--- src/rtl/temp_digit_formatter.sv ---
// Samples Celsius/Fahrenheit readings on a slow tick, filters I2C glitches, and
// converts accepted readings to sign + 3 BCD digits with a serial double-dabble engine.

module dd_adj3 (
    input  logic [3:0] i_nib,
    output logic [3:0] o_nib
);
    assign o_nib = (i_nib >= 4'd5) ? i_nib + 4'd3 : i_nib;
endmodule

module temp_digit_formatter #(
    parameter int SAMPLE_DIV = 2_500_000,
    parameter int STABLE_CNT = 3
) (
    input  logic       clk,
    input  logic       rst,
    input  logic [7:0] c_val,
    input  logic [7:0] f_val,
    output logic       c_sign,
    output logic [3:0] c_hund,
    output logic [3:0] c_tens,
    output logic [3:0] c_ones,
    output logic [3:0] f_hund,
    output logic [3:0] f_tens,
    output logic [3:0] f_ones,
    output logic       digits_valid,
    output logic       update,
    output logic       busy
);
    localparam int                CNT_W    = $clog2(SAMPLE_DIV);
    localparam logic [CNT_W-1:0]  CNT_MAX  = CNT_W'(SAMPLE_DIV - 1);
    localparam logic [3:0]        STABLE_C = 4'(STABLE_CNT);

    typedef enum logic [1:0] {
        IDLE   = 2'd0,
        CONV_C = 2'd1,
        CONV_F = 2'd2,
        LOAD   = 2'd3
    } state_t;

    state_t            r_state;
    state_t            w_state_nxt;

    logic [CNT_W-1:0]  r_tick_cnt;
    logic              w_tick;
    logic              r_tick_d;
    logic [7:0]        r_c_smp;
    logic [7:0]        r_f_smp;
    logic [3:0]        r_match;

    logic [7:0]        r_c_lat;
    logic [7:0]        r_f_lat;
    logic              r_neg;
    logic [7:0]        r_c_disp;
    logic [7:0]        r_f_disp;
    logic              r_first_done;

    logic [11:0]       r_bcd;
    logic [7:0]        r_src;
    logic [2:0]        r_bit_cnt;
    logic [11:0]       r_c_bcd;
    logic [7:0]        w_bcd_adj;
    logic [11:0]       w_bcd_nxt;
    logic [7:0]        w_src_nxt;
    logic [7:0]        w_c_mag;
    logic              w_last_bit;
    logic              w_accept;

    logic              r_c_sign;
    logic [11:0]       r_c_dig;
    logic [11:0]       r_f_dig;
    logic              r_valid;
    logic              r_update;
    logic              r_busy;

    // ---------------- sample tick and stability filter ----------------
    assign w_tick = (r_tick_cnt == CNT_MAX);

    always_ff @(posedge clk or negedge rst) begin
        if (!rst) begin
            r_tick_cnt <= '0;
            r_tick_d   <= 1'b0;
            r_c_smp    <= 8'd0;
            r_f_smp    <= 8'd0;
            r_match    <= 4'd0;
        end else begin
            r_tick_cnt <= w_tick ? '0 : r_tick_cnt + CNT_W'(1);
            r_tick_d   <= w_tick && (r_state == IDLE);
            if (w_tick && (r_state == IDLE)) begin
                r_c_smp <= c_val;
                r_f_smp <= f_val;
                if ({c_val, f_val} == {r_c_smp, r_f_smp})
                    r_match <= (r_match == 4'd15) ? 4'd15 : r_match + 4'd1;
                else
                    r_match <= 4'd1;
            end
        end
    end

    assign w_accept = (r_state == IDLE) && r_tick_d && (r_match >= STABLE_C) &&
                      (({r_c_smp, r_f_smp} != {r_c_disp, r_f_disp}) || !r_first_done);

    // Two's-complement magnitude; 0x80 naturally yields 128.
    assign w_c_mag = r_c_smp[7] ? (~r_c_smp + 8'd1) : r_c_smp;

    // ---------------- double-dabble step ----------------
    // With 8-bit operands the hundreds nibble never exceeds 2 mid-conversion,
    // so only the tens and ones nibbles need the add-3 correction.
    for (genvar g = 0; g < 2; g++) begin : g_adj
        dd_adj3 u_adj (
            .i_nib (r_bcd[g*4 +: 4]),
            .o_nib (w_bcd_adj[g*4 +: 4])
        );
    end

    assign w_bcd_nxt  = {r_bcd[10:8], w_bcd_adj, r_src[7]};
    assign w_src_nxt  = {r_src[6:0], 1'b0};
    assign w_last_bit = (r_bit_cnt == 3'd7);

    // ---------------- FSM ----------------
    always_ff @(posedge clk or negedge rst) begin
        if (!rst) r_state <= IDLE;
        else      r_state <= w_state_nxt;
    end

    always_comb begin
        w_state_nxt = r_state;
        case (r_state)
            IDLE:    if (w_accept)   w_state_nxt = CONV_C;
            CONV_C:  if (w_last_bit) w_state_nxt = CONV_F;
            CONV_F:  if (w_last_bit) w_state_nxt = LOAD;
            LOAD:    w_state_nxt = IDLE;
            default: w_state_nxt = IDLE;
        endcase
    end

    // ---------------- conversion datapath and output registers ----------------
    always_ff @(posedge clk or negedge rst) begin
        if (!rst) begin
            r_c_lat      <= 8'd0;
            r_f_lat      <= 8'd0;
            r_neg        <= 1'b0;
            r_bcd        <= 12'd0;
            r_src        <= 8'd0;
            r_bit_cnt    <= 3'd0;
            r_c_bcd      <= 12'd0;
            r_c_disp     <= 8'd0;
            r_f_disp     <= 8'd0;
            r_first_done <= 1'b0;
            r_c_sign     <= 1'b0;
            r_c_dig      <= 12'd0;
            r_f_dig      <= 12'd0;
            r_valid      <= 1'b0;
            r_update     <= 1'b0;
            r_busy       <= 1'b0;
        end else begin
            r_update <= 1'b0;
            r_busy   <= (w_state_nxt != IDLE);
            case (r_state)
                IDLE: begin
                    if (w_accept) begin
                        r_c_lat   <= r_c_smp;
                        r_f_lat   <= r_f_smp;
                        r_neg     <= r_c_smp[7];
                        r_src     <= w_c_mag;
                        r_bcd     <= 12'd0;
                        r_bit_cnt <= 3'd0;
                    end
                end
                CONV_C: begin
                    r_bit_cnt <= r_bit_cnt + 3'd1;
                    if (w_last_bit) begin
                        // Park the Celsius result and reload the engine with f.
                        r_c_bcd <= w_bcd_nxt;
                        r_bcd   <= 12'd0;
                        r_src   <= r_f_lat;
                    end else begin
                        r_bcd <= w_bcd_nxt;
                        r_src <= w_src_nxt;
                    end
                end
                CONV_F: begin
                    r_bit_cnt <= r_bit_cnt + 3'd1;
                    r_bcd     <= w_bcd_nxt;
                    r_src     <= w_src_nxt;
                end
                LOAD: begin
                    r_c_sign     <= r_neg;
                    r_c_dig      <= r_c_bcd;
                    r_f_dig      <= r_bcd;
                    r_c_disp     <= r_c_lat;
                    r_f_disp     <= r_f_lat;
                    r_first_done <= 1'b1;
                    r_valid      <= 1'b1;
                    r_update     <= 1'b1;
                end
                default: ;
            endcase
        end
    end

    assign c_sign       = r_c_sign;
    assign c_hund       = r_c_dig[11:8];
    assign c_tens       = r_c_dig[7:4];
    assign c_ones       = r_c_dig[3:0];
    assign f_hund       = r_f_dig[11:8];
    assign f_tens       = r_f_dig[7:4];
    assign f_ones       = r_f_dig[3:0];
    assign digits_valid = r_valid;
    assign update       = r_update;
    assign busy         = r_busy;

endmodule

--- config.mk ---
export PLATFORM = sky130hd
export DESIGN_NAME = temp_digit_formatter
export DESIGN_NICKNAME = d
export VERILOG_FILES = /design/src/rtl/temp_digit_formatter.sv
export SDC_FILE = /design/constraint.sdc
export NUM_CORES = 1
export LEC_CHECK = 0
export CAP_MARGIN = 10
export CORE_MARGIN = 4
export CORE_UTILIZATION = 30
export DETAILED_ROUTE_END_ITERATION = 12
export PLACE_DENSITY = 0.52
export SYNTH_ARGS = -nofsm -noshare
export SYNTH_HDL_FRONTEND = slang
export SYNTH_SLANG_ARGS = --single-unit
--- constraint.sdc ---
create_clock -name clk -period 2.3 [get_ports clk]
set_clock_uncertainty 0.15 [all_clocks]
set_input_delay 0.345 -clock clk [delete_from_list [all_inputs] [get_ports clk]]
set_output_delay 0.345 -clock clk [all_outputs]
set_load 0.005 [all_outputs]
==> run_results.csv <==
group,metric,value,unit
run_status,status,"finished, final reports clean",
clock_tree,clk_latency,420,ps
job,max-cap-violations,0,
synthesis,synth_warnings,0,
clock_tree,cts_buffer_depth,2,
floorplan,die_h,154,um
timing,worst_slew_pin_slew,609,ps
timing,hold_violations,0,
global_route,antenna_found_initial,0,
timing,setup_slack,198,ps
floorplan,design.die.area,0.0239,mm2
floorplan,pin_count,46,
worst_setup_path,cp_cell_sequence,"buf_4 > xnor2_1 > nand4_1 > nor4_1 > nor2b_4 > o21ai_1 > a21oi_1",
timing,fmax,0.476,GHz
place,hpwl,9910,um
timing,finalSetupTns,0,ps
cells_and_area,final_cell_mix,"dfrtp_1 (139), nand2_1 (104), mux2_2 (60), xnor2_1 (48), clkdlybuf4s50_1 (44)",
route,wire_per_inst,14.5,um
floorplan,rows,53,
place,gp_congestion,0.834,
synthesis,postSynthAreaPerCell,10.9,um2
pwr,intPower,4160,uW
synthesis,netlist_area,0.00644,mm2
synthesis,synth_edf_count,0,
synthesis,ys_ff_latch,139,
pwr,p_sw_frac,0.200,
worst_setup_path,r2r_start,"r_f_smp[1]",
cells_and_area,drive_gt1_frac,0.200,
min_path,hp-class,"in2async",
place,io_buffers,45,
route,vias,4441,
worst_setup_path,start_kind,"flip-flop",
worst_setup_path,critPathMaxStageDelay,480,ps
synthesis,postSynth.asyncResetShare,1.00,
worst_setup_path,cp.arrival,2290,ps
worst_setup_path,crit_buf_inv,1,
synthesis,synth_cells,588,
synthesis,ys_top_cells_by_area,"dfrtp_1 (54%), mux2_2 (10%), xnor2_1 (6.5%), nand2_1 (6.1%), ha_1 (2.7%)",
clock_tree,cts_buffers,17,
pwr,power_switching,1040,uW
timing,hold_slack,255,ps
timing,setup_viol,0,
synthesis,ys_types,49,
pwr,pwr_density_cell,651,mW/mm2
cells_and_area,multi_input_area,0.00278,mm2
cells_and_area,seq_area,0.00348,mm2
timing,relSlewSlack,0.594,
worst_setup_path,crit_fanout,5,
route,firstDrtPassIters,5,
pwr,p_comb_frac,0.021,
timing,min_period_over_period,0.914,
cells_and_area,layout_commonest_cell,"dfrtp_1",
route,viasPerCell,4.69,
pwr,vdd_drop_max,411,uV
worst_setup_path,crit_slowest_cell,"nor4_1",
clock_tree,path_clk_slew,60,ps
worst_setup_path,worstPathRequired,2490,ps
route,drtIter0Drc,232,
worst_setup_path,cp_top_family,"simple AND/OR/NAND/NOR gates",
route,wl_met3,627,um
global_route,overflow,0,
pwr,seqPwrFrac,0.470,
route,drc,0,
pwr,pwr-share-clk,0.509,
clock_tree,cts_setup_buffers,0,
synthesis,yosysTopAreaCell,"dfrtp_1",
synthesis,synth_top_area_share,0.540,
timing,period_minus_slack,2100,ps
global_route,grt_pass1_wl,23000,um
cells_and_area,area_delta_synth_final,24.1,%
worst_setup_path,critPathKind,"reg2reg",
route,ant_nets,0,
cells_and_area,fin_util,0.379,
route,top_layer,"met4",
timing,rsz0062_at_grt,"false",
clock_tree,cts_tree,"yes",
route,wirelength_met1,6690,um
worst_setup_path,end_kind,"flip-flop",
place,dp_slack,-35.3,ps
clock_tree,cts-root-buf,"clkbuf_16",
timing,slew_violations,0,
route,routed_wl,13700,um
global_route,grt_usage,0.121,
floorplan,start_util,0.305,
synthesis,synth_nets,620,
synthesis,ys.flop_type,"dfrtp_1",
floorplan,coreArea,0.0211,mm2
worst_setup_path,startpoint,"r_f_smp[1]",
cells_and_area,fillers,2079,
clock_tree,htree_num_levels,4,
cells_and_area,finalNetCount,691,
route,wl_met2,6270,um
pwr,p_leak,0.00357,uW
cells_and_area,antennaDiodeCount,0,
global_route,grt_max_degree,63,
synthesis,yosysSeqAreaShare,0.540,
global_route,grt_pass1_vias,4455,
clock_tree,cts.sinks,139,
floorplan,die_width,154,um
## worst paths after layout
path | depth (start not counted) | slack (ps) | end
worst min register to register | 2 | 320 | r_c_bcd[11]
worst min-delay path | 2 | 260 | r_f_dig[6]
worst max register to register | 7 | 200 | r_match[2]
max in group asynchronous | 3 | 1090 | r_c_lat[3]
worst max-delay path | 7 | 200 | r_match[2]
min in group clk | 2 | 320 | r_c_bcd[11]
## registers in the layout (all words and copies together), names as in the netlist, 12 cells and up
name and cells:
r_tick_cnt 22, r_c_dig 12, r_bcd 12, r_f_dig 12, r_c_bcd 12
## cells in the mapped netlist, drive strengths merged, types with 2 or more instances
master    n
a21o      2
a21oi    16
a22o      5
a22oi     4
a31oi     3
and2      3
and3      3
buf      17
clkbuf   12
dfrtp   139
ha       14
inv      14
mux2     60
nand2   104
nand2b    5
nand3    14
nand4    13
nor2     28
nor2b     2
nor3      5
nor3b     2
nor4      4
nor4b     5
o21ai    34
o31ai     8
xnor2    48
xor2     11
## metrics by stage
step	power, uW	area, um2	instances
global placement	2600	7390	914
global route	5390	7990	946
finish	5200	7990	946
CTS	5280	7980	946
detailed placement	2600	7390	914
floorplan	2500	6440	588
## cell type report
class	count	share of cell area
clock inverter	7	0.0113
timing repair buffer	81	0.0954
inverter	14	0.00673
sequential	139	0.435
multi-input combinational	406	0.348
tap	275	0.0431
clock buffer	24	0.0603
## metal layers
layer	global-route usage	vias up
met5	0	-
met4	0.0391	0
met3	0.0308	9
met2	0.184	92
met1	0.168	2186
li1	-	2154
## cell families after synthesis
family | count (synthesis) | synth area share
AOI/OAI and AO/OA | 77 | 0.0710
xor gates and xnor gates | 59 | 0.0803
adders and majority gates | 14 | 0.0272
buffers and inverters | 43 | 0.0307
DFF | 139 | 0.540
muxes | 61 | 0.107
and+or+nand+nor | 195 | 0.144
## power by group through the flow
stage,registers [uW],logic (uW),clock network [uW]
after global routing,2450,124,2830
after floorplan,2490,13.8,0
after detailed placement,2490,112,0
after CTS,2450,113,2720
final,2450,108,2650
after global placement,2490,110,0
## repair_timing
item                                    4_1_cts  5_1_grt
endpoints found under the setup margin        0        5
gates resized for setup                       0        5
endpoints found under the hold margin        36        0
hold buffers                                  1        0
No activity file was read; power rests on OpenSTA's default activity.
